===== src/rtl/cplx_pkg.sv =====
// Shared constants and tag type for the complex multiplier and its arbiter.
// No logic; widths here must agree with the cplx_mult instance.
package cplx_pkg;
  localparam int CPLX_IN_W     = 18;
  localparam int CPLX_OUT_W    = 48;
  localparam int CPLX_MULT_LAT = 4;
  localparam int TAG_IDX_W     = 3;

  typedef struct packed {
    logic                 valid;
    logic [TAG_IDX_W-1:0] idx;
  } tag_t;
endpackage


===== src/rtl/cplx_mult_arbiter_if.sv =====
// Requester-side bus of the shared multiplier: per-requester operands/handshake, broadcast results.
// master = requester side, slave = arbiter side.
interface cplx_mult_arbiter_if #(
  parameter int NREQ  = 4,
  parameter int IDX_W = 2
);
  import cplx_pkg::*;

  logic [NREQ-1:0]           i_req_valid;
  logic [NREQ-1:0]           o_req_ready;
  logic [CPLX_IN_W*NREQ-1:0] i_s18_AR;
  logic [CPLX_IN_W*NREQ-1:0] i_s18_AI;
  logic [CPLX_IN_W*NREQ-1:0] i_s18_BR;
  logic [CPLX_IN_W*NREQ-1:0] i_s18_BI;
  logic [NREQ-1:0]           o_res_valid;
  logic [CPLX_OUT_W-1:0]     o_s48_R;
  logic [CPLX_OUT_W-1:0]     o_s48_I;
  logic [IDX_W+1:0]          o_inflight;
  logic                      o_err;

  modport master (
    output i_req_valid, i_s18_AR, i_s18_AI, i_s18_BR, i_s18_BI,
    input  o_req_ready, o_res_valid, o_s48_R, o_s48_I, o_inflight, o_err
  );

  modport slave (
    input  i_req_valid, i_s18_AR, i_s18_AI, i_s18_BR, i_s18_BI,
    output o_req_ready, o_res_valid, o_s48_R, o_s48_I, o_inflight, o_err
  );
endinterface


===== src/rtl/cplx_mult.sv =====
// 18x18 signed complex multiplier, full-precision 48-bit results, 4-cycle latency.
// Fully pipelined, accepts one operand set every cycle, no backpressure.
module cplx_mult
  import cplx_pkg::*;
(
  input  logic                         clk,
  input  logic                         rst_n,
  input  logic                         i_u1_valid_in,
  input  logic signed [CPLX_IN_W-1:0]  i_s18_AR,
  input  logic signed [CPLX_IN_W-1:0]  i_s18_AI,
  input  logic signed [CPLX_IN_W-1:0]  i_s18_BR,
  input  logic signed [CPLX_IN_W-1:0]  i_s18_BI,
  output logic                         o_u1_valid_out,
  output logic signed [CPLX_OUT_W-1:0] o_s48_R,
  output logic signed [CPLX_OUT_W-1:0] o_s48_I
);
  localparam int PW = 2 * CPLX_IN_W;

  logic signed [CPLX_IN_W-1:0]  ar1, ai1, br1, bi1;
  logic signed [PW-1:0]         p_rr, p_ii, p_ri, p_ir;
  logic signed [CPLX_OUT_W-1:0] s_r, s_i;
  logic [2:0]                   vld;

  always_ff @(posedge clk or negedge rst_n) begin
    if (!rst_n) begin
      ar1 <= '0; ai1 <= '0; br1 <= '0; bi1 <= '0;
      p_rr <= '0; p_ii <= '0; p_ri <= '0; p_ir <= '0;
      s_r <= '0; s_i <= '0;
      o_s48_R <= '0; o_s48_I <= '0;
      vld <= '0;
      o_u1_valid_out <= 1'b0;
    end else begin
      ar1 <= i_s18_AR; ai1 <= i_s18_AI; br1 <= i_s18_BR; bi1 <= i_s18_BI;
      p_rr <= ar1 * br1;
      p_ii <= ai1 * bi1;
      p_ri <= ar1 * bi1;
      p_ir <= ai1 * br1;
      // Sign-extend products before the add so the 48-bit sums cannot overflow.
      s_r <= CPLX_OUT_W'(p_rr) - CPLX_OUT_W'(p_ii);
      s_i <= CPLX_OUT_W'(p_ri) + CPLX_OUT_W'(p_ir);
      o_s48_R <= s_r;
      o_s48_I <= s_i;
      vld <= {vld[1:0], i_u1_valid_in};
      o_u1_valid_out <= vld[2];
    end
  end
endmodule


===== src/rtl/cplx_mult_arbiter_rr_arbiter.sv =====
// Round-robin arbiter: combinational one-hot grant searching from pointer+1, 0 cycles.
// Pointer advances to the granted index only when upd is high.
module rr_arbiter #(
  parameter int N  = 4,
  parameter int IW = 2
) (
  input  logic          clk,
  input  logic          rst,
  input  logic [N-1:0]  req,
  input  logic          upd,
  output logic [N-1:0]  gnt,
  output logic [IW-1:0] idx
);
  logic [IW-1:0] ptr;
  logic [IW:0]   pos;
  logic          found;

  always_comb begin
    gnt   = '0;
    idx   = '0;
    found = 1'b0;
    pos   = '0;
    for (int i = 1; i <= N; i++) begin
      pos = {1'b0, ptr} + (IW+1)'(i);
      if (pos >= (IW+1)'(N)) pos = pos - (IW+1)'(N);
      if (!found && req[pos[IW-1:0]]) begin
        found               = 1'b1;
        gnt[pos[IW-1:0]]    = 1'b1;
        idx                 = pos[IW-1:0];
      end
    end
  end

  always_ff @(posedge clk or posedge rst) begin
    if (rst)      ptr <= IW'(N-1);
    else if (upd) ptr <= idx;
  end
endmodule


===== src/rtl/cplx_mult_arbiter.sv =====
// Shares one cplx_mult among NREQ requesters; result pulses MULT_LAT+1 cycles after issue.
// One issue per cycle via round-robin ready; results cannot be backpressured.
module cplx_mult_arbiter
  import cplx_pkg::*;
#(
  parameter int NREQ     = 4,
  parameter int MULT_LAT = 4,
  parameter int IDX_W    = 2
) (
  input  logic               clk,
  input  logic               rst,
  cplx_mult_arbiter_if.slave bus
);
  logic [NREQ-1:0]              gnt;
  logic [NREQ-1:0]              ready;
  logic [IDX_W-1:0]             gnt_idx;
  logic                         issue;
  logic signed [CPLX_IN_W-1:0]  m_ar, m_ai, m_br, m_bi;
  logic                         mult_vld;
  logic signed [CPLX_OUT_W-1:0] mult_r, mult_i;
  tag_t                         tag_sr [MULT_LAT];
  tag_t                         tag_out;
  logic [NREQ-1:0]              res_valid;
  logic [CPLX_OUT_W-1:0]        res_r, res_i;
  logic [IDX_W+1:0]             inflight;
  logic                         err;

  rr_arbiter #(.N(NREQ), .IW(IDX_W)) u_arb (
    .clk (clk),
    .rst (rst),
    .req (bus.i_req_valid),
    .upd (issue),
    .gnt (gnt),
    .idx (gnt_idx)
  );

  // Grant is combinational, so hold it off while reset is asserted.
  assign ready           = gnt & {NREQ{~rst}};
  assign issue           = |ready;
  assign bus.o_req_ready = ready;

  assign m_ar = bus.i_s18_AR[CPLX_IN_W*gnt_idx +: CPLX_IN_W];
  assign m_ai = bus.i_s18_AI[CPLX_IN_W*gnt_idx +: CPLX_IN_W];
  assign m_br = bus.i_s18_BR[CPLX_IN_W*gnt_idx +: CPLX_IN_W];
  assign m_bi = bus.i_s18_BI[CPLX_IN_W*gnt_idx +: CPLX_IN_W];

  cplx_mult u_mult (
    .clk            (clk),
    .rst_n          (~rst),
    .i_u1_valid_in  (issue),
    .i_s18_AR       (m_ar),
    .i_s18_AI       (m_ai),
    .i_s18_BR       (m_br),
    .i_s18_BI       (m_bi),
    .o_u1_valid_out (mult_vld),
    .o_s48_R        (mult_r),
    .o_s48_I        (mult_i)
  );

  assign tag_out = tag_sr[MULT_LAT-1];

  always_ff @(posedge clk or posedge rst) begin
    if (rst) begin
      for (int i = 0; i < MULT_LAT; i++) tag_sr[i] <= '0;
    end else begin
      tag_sr[0] <= '{valid: issue, idx: TAG_IDX_W'(gnt_idx)};
      for (int i = 1; i < MULT_LAT; i++) tag_sr[i] <= tag_sr[i-1];
    end
  end

  always_ff @(posedge clk or posedge rst) begin
    if (rst) begin
      res_valid <= '0;
      res_r     <= '0;
      res_i     <= '0;
      inflight  <= '0;
      err       <= 1'b0;
    end else begin
      res_valid <= tag_out.valid ? (NREQ'(1) << tag_out.idx) : '0;
      if (tag_out.valid) begin
        res_r <= mult_r;
        res_i <= mult_i;
      end
      case ({issue, tag_out.valid})
        2'b10:   inflight <= inflight + (IDX_W+2)'(1);
        2'b01:   inflight <= inflight - (IDX_W+2)'(1);
        default: inflight <= inflight;
      endcase
      if (mult_vld != tag_out.valid) err <= 1'b1;
    end
  end

  assign bus.o_res_valid = res_valid;
  assign bus.o_s48_R     = res_r;
  assign bus.o_s48_I     = res_i;
  assign bus.o_inflight  = inflight;
  assign bus.o_err       = err;
endmodule


===== src/flat_wrapper.sv =====
// flat-port wrapper written by rule: the top's interface ports become plain ports
module cplx_mult_arbiter_flat import cplx_pkg::*;
#(
  parameter int NREQ     = 4,
  parameter int MULT_LAT = 4,
  parameter int IDX_W    = 2
)
  (clk, rst, bus_i_req_valid, bus_i_s18_AR, bus_i_s18_AI, bus_i_s18_BR, bus_i_s18_BI, bus_o_req_ready, bus_o_res_valid, bus_o_s48_R, bus_o_s48_I, bus_o_inflight, bus_o_err);
  cplx_mult_arbiter_if #(.NREQ(NREQ), .IDX_W(IDX_W)) bus_i ();
  input  logic clk;
  input  logic rst;
  input wire logic [$bits(bus_i.i_req_valid)-1:0] bus_i_req_valid;
  input wire logic [$bits(bus_i.i_s18_AR)-1:0] bus_i_s18_AR;
  input wire logic [$bits(bus_i.i_s18_AI)-1:0] bus_i_s18_AI;
  input wire logic [$bits(bus_i.i_s18_BR)-1:0] bus_i_s18_BR;
  input wire logic [$bits(bus_i.i_s18_BI)-1:0] bus_i_s18_BI;
  output wire logic [$bits(bus_i.o_req_ready)-1:0] bus_o_req_ready;
  output wire logic [$bits(bus_i.o_res_valid)-1:0] bus_o_res_valid;
  output wire logic [$bits(bus_i.o_s48_R)-1:0] bus_o_s48_R;
  output wire logic [$bits(bus_i.o_s48_I)-1:0] bus_o_s48_I;
  output wire logic [$bits(bus_i.o_inflight)-1:0] bus_o_inflight;
  output wire logic [$bits(bus_i.o_err)-1:0] bus_o_err;
  assign bus_i.i_req_valid = bus_i_req_valid;
  assign bus_i.i_s18_AR = bus_i_s18_AR;
  assign bus_i.i_s18_AI = bus_i_s18_AI;
  assign bus_i.i_s18_BR = bus_i_s18_BR;
  assign bus_i.i_s18_BI = bus_i_s18_BI;
  assign bus_o_req_ready = bus_i.o_req_ready;
  assign bus_o_res_valid = bus_i.o_res_valid;
  assign bus_o_s48_R = bus_i.o_s48_R;
  assign bus_o_s48_I = bus_i.o_s48_I;
  assign bus_o_inflight = bus_i.o_inflight;
  assign bus_o_err = bus_i.o_err;
  cplx_mult_arbiter #(.NREQ(NREQ), .MULT_LAT(MULT_LAT), .IDX_W(IDX_W)) u_core (.clk(clk), .rst(rst), .bus(bus_i));
endmodule

===== config.mk =====
export PLATFORM = sky130hd
export DESIGN_NAME = cplx_mult_arbiter_flat
export DESIGN_NICKNAME = d
export VERILOG_FILES = /design/src/rtl/cplx_pkg.sv /design/src/rtl/cplx_mult_arbiter_if.sv /design/src/rtl/cplx_mult.sv /design/src/rtl/cplx_mult_arbiter_rr_arbiter.sv /design/src/rtl/cplx_mult_arbiter.sv /design/src/flat_wrapper.sv
export SDC_FILE = /design/constraint.sdc
export NUM_CORES = 2
export LEC_CHECK = 0
export CAP_MARGIN = 40
export CORE_MARGIN = 4
export CORE_UTILIZATION = 57
export CTS_BUF_LIST = sky130_fd_sc_hd__clkbuf_4
export CTS_CLUSTER_SIZE = 12
export DETAILED_ROUTE_END_ITERATION = 10
export PLACE_DENSITY = 0.77
export SYNTH_ARGS = -nofsm -noshare
export SYNTH_HDL_FRONTEND = slang
export SYNTH_SLANG_ARGS = --single-unit

===== constraint.sdc =====
create_clock -name clk -period 18.6 [get_ports clk]
set_input_delay 5.58 -clock clk [delete_from_list [all_inputs] [get_ports clk]]
set_output_delay 5.58 -clock clk [all_outputs]
set_load 0.005 [all_outputs]

Word-level counts from Yosys, hierarchy flattened
Cells that the tools add are included.

cells by class
  bitwise gates (word level) = 5
  shifts and indexed selects = 5
  equal/unequal tests = 3
  muxes and demuxes = 33
  reduce and logical (&&, ||, !) cells = 12
  add/sub/neg operators = 12
  div/mod/pow operators = 0
  multiply operators = 5
  order comparisons = 12

operators with widths
  cell                   number
  $shiftx A72 B8 Y18     4
  $mul A18 B18 Y36       4
  $add A36 B36 Y37       1
  $sub A36 B36 Y37       1
  $mux W4                5
  $mux W2                8
  $ge A3 B3 Y1 const B   4
  $lt A2 B3 Y1 const B   4
  $or A4 B4 Y4           3
  $mux W1                11
  $bmux W1 S2            4
  $demux W1 S2           4
  $ge A2 B1 Y1 const B   4
  $pmux W4 S2            1
  $sub A2 B1 Y2 const B  4
  $logic_and A1 B1 Y1    7
  $add A2 B2 Y3 const B  2
  $mul A4 B2 Y6 const A  1
  $add A4 B1 Y4 const B  1
  $and A4 B4 Y4          1
  $reduce_or A4 Y1       1
  $shl A1 B2 Y4 const A  1
  $sub A4 B1 Y4 const B  1
  $add A2 B1 Y3 const B  1
  other kinds (7)        9

storage, ports and cells
  memories = 0
  bits in latches = 0
  memory bits (read-only) = 0
  input port bits = 294
  bits in writable memories = 0
  logic and storage cells = 115
  flip-flop bits (word level) = 465

Depth between registers and ports, before layout
  depth after elaboration = 19
  mapped depth = 27
  mapped depth without buffers = 24

Hierarchy
From an unflattened synthesis, not the netlist that was laid out.

second synthesis, totals
  cell total of the unflattened synthesis = 6661
  area, all modules = 67845.1 um^2

modules (own cells, without submodules)
  module             seq. area each (um^2)  cells each  instances  area each (um^2)
  cplx_mult          9208.8                 6242        1          61098.6
  cplx_mult_arbiter  2927.8                 352         1          6178.4
  rr_arbiter         52.6                   67          1          568.0

Worst setup path before layout
No wires, ideal clock.

  path type = input port to output port
  start = input bus_i_req_valid[1]
  end = output bus_o_req_ready[3]
  arrival = 6.816 ns
  required time = 13.020 ns
  stages on the path = 5
  path slack = 6.204 ns
  buffers on the path = 0
  cell sequence = mux4_2 -> nor2_2 -> a22oi_1 -> or2_2 -> a21oi_1

on the way
  longest elaborated chain between the ends = 13
  elaborated cells on any way between the ends = 25
  classes of those cells = mux (15); bitwise (4); reduce/logical (6)

RTL lines
  what                           line                                source
  start: declaration             flat_wrapper.sv:12                  input wire logic [$bits(bus_i.i_req_valid)-1:0] bus_i_req_valid;
  $bmux W1 S2                    cplx_mult_arbiter_rr_arbiter.sv:26  if (!found && req[pos[IW-1:0]]) begin
  $mux W1 (implied by the code)  cplx_mult_arbiter_rr_arbiter.sv:26
  $mux W1                        cplx_mult_arbiter_rr_arbiter.sv:26
  $logic_not A1 Y1               cplx_mult_arbiter_rr_arbiter.sv:26
  $logic_and A1 B1 Y1            cplx_mult_arbiter_rr_arbiter.sv:26
  $mux W1                        cplx_mult_arbiter_rr_arbiter.sv:26
  $logic_not A1 Y1               cplx_mult_arbiter_rr_arbiter.sv:26
  $logic_and A1 B1 Y1            cplx_mult_arbiter_rr_arbiter.sv:26
  $mux W1                        cplx_mult_arbiter_rr_arbiter.sv:26
  $logic_not A1 Y1               cplx_mult_arbiter_rr_arbiter.sv:26
  $logic_and A1 B1 Y1            cplx_mult_arbiter_rr_arbiter.sv:26
  $mux W4 *                      cplx_mult_arbiter_rr_arbiter.sv:26
  $and A4 B4 Y4 *                cplx_mult_arbiter.sv:38             assign ready = gnt & {NREQ{~rst}};
  end: declaration               flat_wrapper.sv:17                  output wire logic [$bits(bus_i.o_req_ready)-1:0] bus_o_req_ready;

Mark *: on every way between the ends. The rest lies on a longest branch, timed or not. The select of a mux whose other input is x is not followed.

Worst setup path after layout
  start = input bus_i_req_valid[3]
  end = output bus_o_req_ready[3]

The elaborated chain is that of the path after synthesis.

==> metrics.md <==
| Metric | Value |
|---|---|
| Status | completed |
| Unique cell type count in the Yosys netlist | 85 |
| Worst Hold Class | reg2reg |
| Final hold vios | 0 |
| # rows | 125 |
| DR WL/cell | 18.92 µm |
| Vias in the first global route | 52,400 |
| Residual DRC count | 0 |
| Yosys top cell by area | fa_1 |
| Reg-to-reg slack, setup | 10.93 ns |
| Most instantiated cells after synthesis | 1,491 x inv_1, 1,319 x fa_1, 675 x nand2_1 |
| Slew @ Worst Pin | 0.9831 ns |
| Register-to-Register Path Depth | 23 |
| Initial antenna violation count | 5 |
| Synthesized cell area | 67,460 µm² |
| Nets | 9,144 |
| Largest net degree at the start of global routing | 95 |
| Setup Buffers After CTS | 0 |
| Synth top area share | 0.3914 |
| Relative slew slack | 0.3446 |
| CP max FO | 7 |
| Number of synthesized flops with an enable pin | 0 |
| Seq/Total Area, Yosys | 0.1707 |
| CTS H-tree lvls | 4 |
| Share of cells above drive strength 1 | 0.06137 |
| Pins Over Slew Limit | 0 |
| Final GP Congestion | 0.8919 |
| Most common cell on crit path | clkdlybuf4s50_1 |
| Final Setup Violations | 0 |
| Final worst-path cycle share | 0.7302 |
| # resized after CTS | 0 |
| Min-delay src | u_core.u_mult.s_i[1] |
| CTS Buf Count | 135 |
| Min Clock Period, post-route | 13.58 ns |
| RSZ-0062 raised after global routing | no |
| Critical register-to-register path startpoint | u_core.u_mult.bi1[1] |
| First-pass DRT Iterations | 6 |
| Final core occ | 0.6390 |
| Main flop type after synthesis | dfrtp_1 |
| Crit path arrival time | 8.00 ns |
| Layout area overhead | 10.67% |
| Crit-path max cell delay | 0.58 ns |
| CP required | 13.02 ns |
| Crit path capture type | output port |
| Syn avg cell area | 9.923 µm² |
| Mapped Cells | 6,798 |
| R2R Path End | u_core.u_mult.p_ri[35] |
| CTS Hold Bufs | 0 |
| HPWL Detailed | 125,300 µm |
| Routed WL | 164,600 µm |
| Syn nets | 8,866 |
| Most numerous cell in the Yosys netlist | inv_1 |
| Core area | 116,800 µm² |
| Worst-path clk slew | 0.06 ns |
| Worst hold path depth | 0 |
| Hold Path End | u_core.u_mult.o_s48_I[1] |
| Setup crit start kind | input pin |
| Fmax | 73.63 MHz |
| Top cells by area, synth | fa_1 39%, dfrtp_1 17%, ha_1 8.4% |
| First-pass GRT wire length | 273,100 µm |
| CTS tree | done |
| Start point of the critical path | bus_i_req_valid[3] |
| PortBufs | 401 |
| Overflow after GRT | 0 |
| Critical path, cell by cell | clkdlybuf4s50_1 > mux4_2 > nor2_2 > a22oi_1 > or2_2 > a21oi_1 > clkdlybuf4s50_1 |
| WHS | 0.3341 ns |
| Sum of negative setup slack | 0 ns |
| Post-synth ARST share | 1.000 |
| Die height | 352.0 µm |
| Max-Cap Viols | 0 |
| Register bit count reported by yosys | 460 |
| Avg Vias per Cell | 5.484 |
| Total track usage | 0.2774 |
| First-iteration detailed-routing DRC count | 3,076 |
| Multi-input gate area | 48,960 µm² |
| Slowest CP cell | mux4_2 |
| Die X | 352.0 µm |
| Longest Clk Path Bufs | 3 |
| Initial core utilization | 0.5774 |
| Routed Antenna Nets | 0 |
| Die ar. | 123,900 µm² |
| Number of vias in the routed layout | 47,730 |
| # clock sinks | 460 |
| Clock insertion delay at the later pin of the skew report | 1.18 ns |
| Register area | 11,560 µm² |
| Crit Path Class | in2out |
| IO Count | 403 |
| Yosys warns | 0 |
| Clock root buffer | clkbuf_4 |
| Clk_skew | 0.1231 ns |
| Final-layout fill cell count | 9,325 |
==> area by class of cell <==
cell class,instances,area share
Tap cell,1524,0.02554
Multi-Input combinational cell,4508,0.6557
Timing Repair Buffer,479,0.06526
Clock inverter,47,0.004676
Clock buffer,184,0.01850
Sequential cell,460,0.1549
Antenna cell,9,0.0003017
Inverter,1492,0.07511
==> layout by cell type, fill, tap and decap left out, types with 157 or more instances in the layout <==
cell type,count
inv_1,1490
clkbuf_4,184
ha_1,455
nand2_1,675
a21oi_1,176
mux2i_1,221
clkdlybuf4s50_1,401
dfrtp_1,419
nor2_1,163
xnor2_1,157
fa_1,1319
and2_1,648
==> state kept, by name (all words and copies together), names as in the netlist, 3 cells and up <==
register,count
u_core.bus.o_inflight,4
u_core.bus.o_res_valid,4
u_core.bus.o_s48_I,37
u_core.bus.o_s48_R,37
u_core.tag_out,3
u_core.tag_sr,7
u_core.u_mult.ai1,18
u_core.u_mult.ar1,18
u_core.u_mult.bi1,18
u_core.u_mult.br1,18
u_core.u_mult.o_s48_I,37
u_core.u_mult.o_s48_R,37
u_core.u_mult.p_ii,36
u_core.u_mult.p_ir,36
u_core.u_mult.p_ri,36
u_core.u_mult.p_rr,36
u_core.u_mult.s_i,37
u_core.u_mult.s_r,37
==> critical path, delay by kind of cell <==
kind | cells | cell delay (ns)
AND/OR/NAND/NOR | 2 | 0.53
AO/OA/AOI/OAI | 2 | 0.28
buffers and inverters | 2 | 1.03
multiplexers | 1 | 0.58
==> cells by family (layout without fill, tap and decap cells) <==
group / count (synthesis) / after routing / share of synthesized area
XOR/XNOR: 209 / 209 / 0.02713
multiplexers: 299 / 299 / 0.04609
adder cells (fa/ha/maj): 1774 / 1774 / 0.4758
AND/OR/NAND/NOR: 1689 / 1689 / 0.1249
buffers and inverters: 1830 / 2202 / 0.1038
other: 1 / 10 / 0.00005559
AO/OA/AOI/OAI: 536 / 536 / 0.05160
flip-flops: 460 / 460 / 0.1707
==> how the worst max path moves through the flow <==
stage,end
2_1_floorplan,u_core.bus.o_inflight[0]
3_3_place_gp,bus_o_req_ready[0]
3_5_place_dp,bus_o_req_ready[2]
4_1_cts,bus_o_req_ready[2]
5_1_grt,bus_o_req_ready[3]
6_report,bus_o_req_ready[3]
==> per-stage QoR <==
| stage | worst slack (ns) | instances | instance area, µm² |
|---|---|---|---|
| after floorplan | 0.1978 | 6798 | 67460 |
| after global placement | 4.970 | 8443 | 72480 |
| after detailed placement | 5.034 | 8462 | 72890 |
| after CTS | 5.025 | 8693 | 74620 |
| after global routing | 4.833 | 8701 | 74660 |
| final | 5.019 | 8703 | 74660 |
==> layer usage <==
| layer | global-route usage | wire length [µm] | up-vias | share of wire |
|---|---|---|---|---|
| met5 | 0 | 13 | - | 0.000079 |
| met4 | 0.1288 | 7915 | 2 | 0.048 |
| met3 | 0.06246 | 12850 | 408 | 0.078 |
| met2 | 0.4453 | 78220 | 1891 | 0.48 |
| met1 | 0.3614 | 65620 | 24430 | 0.40 |
| li1 | - | - | 21000 | - |
Power is not shown: default switching activity piles up to over one toggle a cycle in this logic, so the estimate is an artifact.
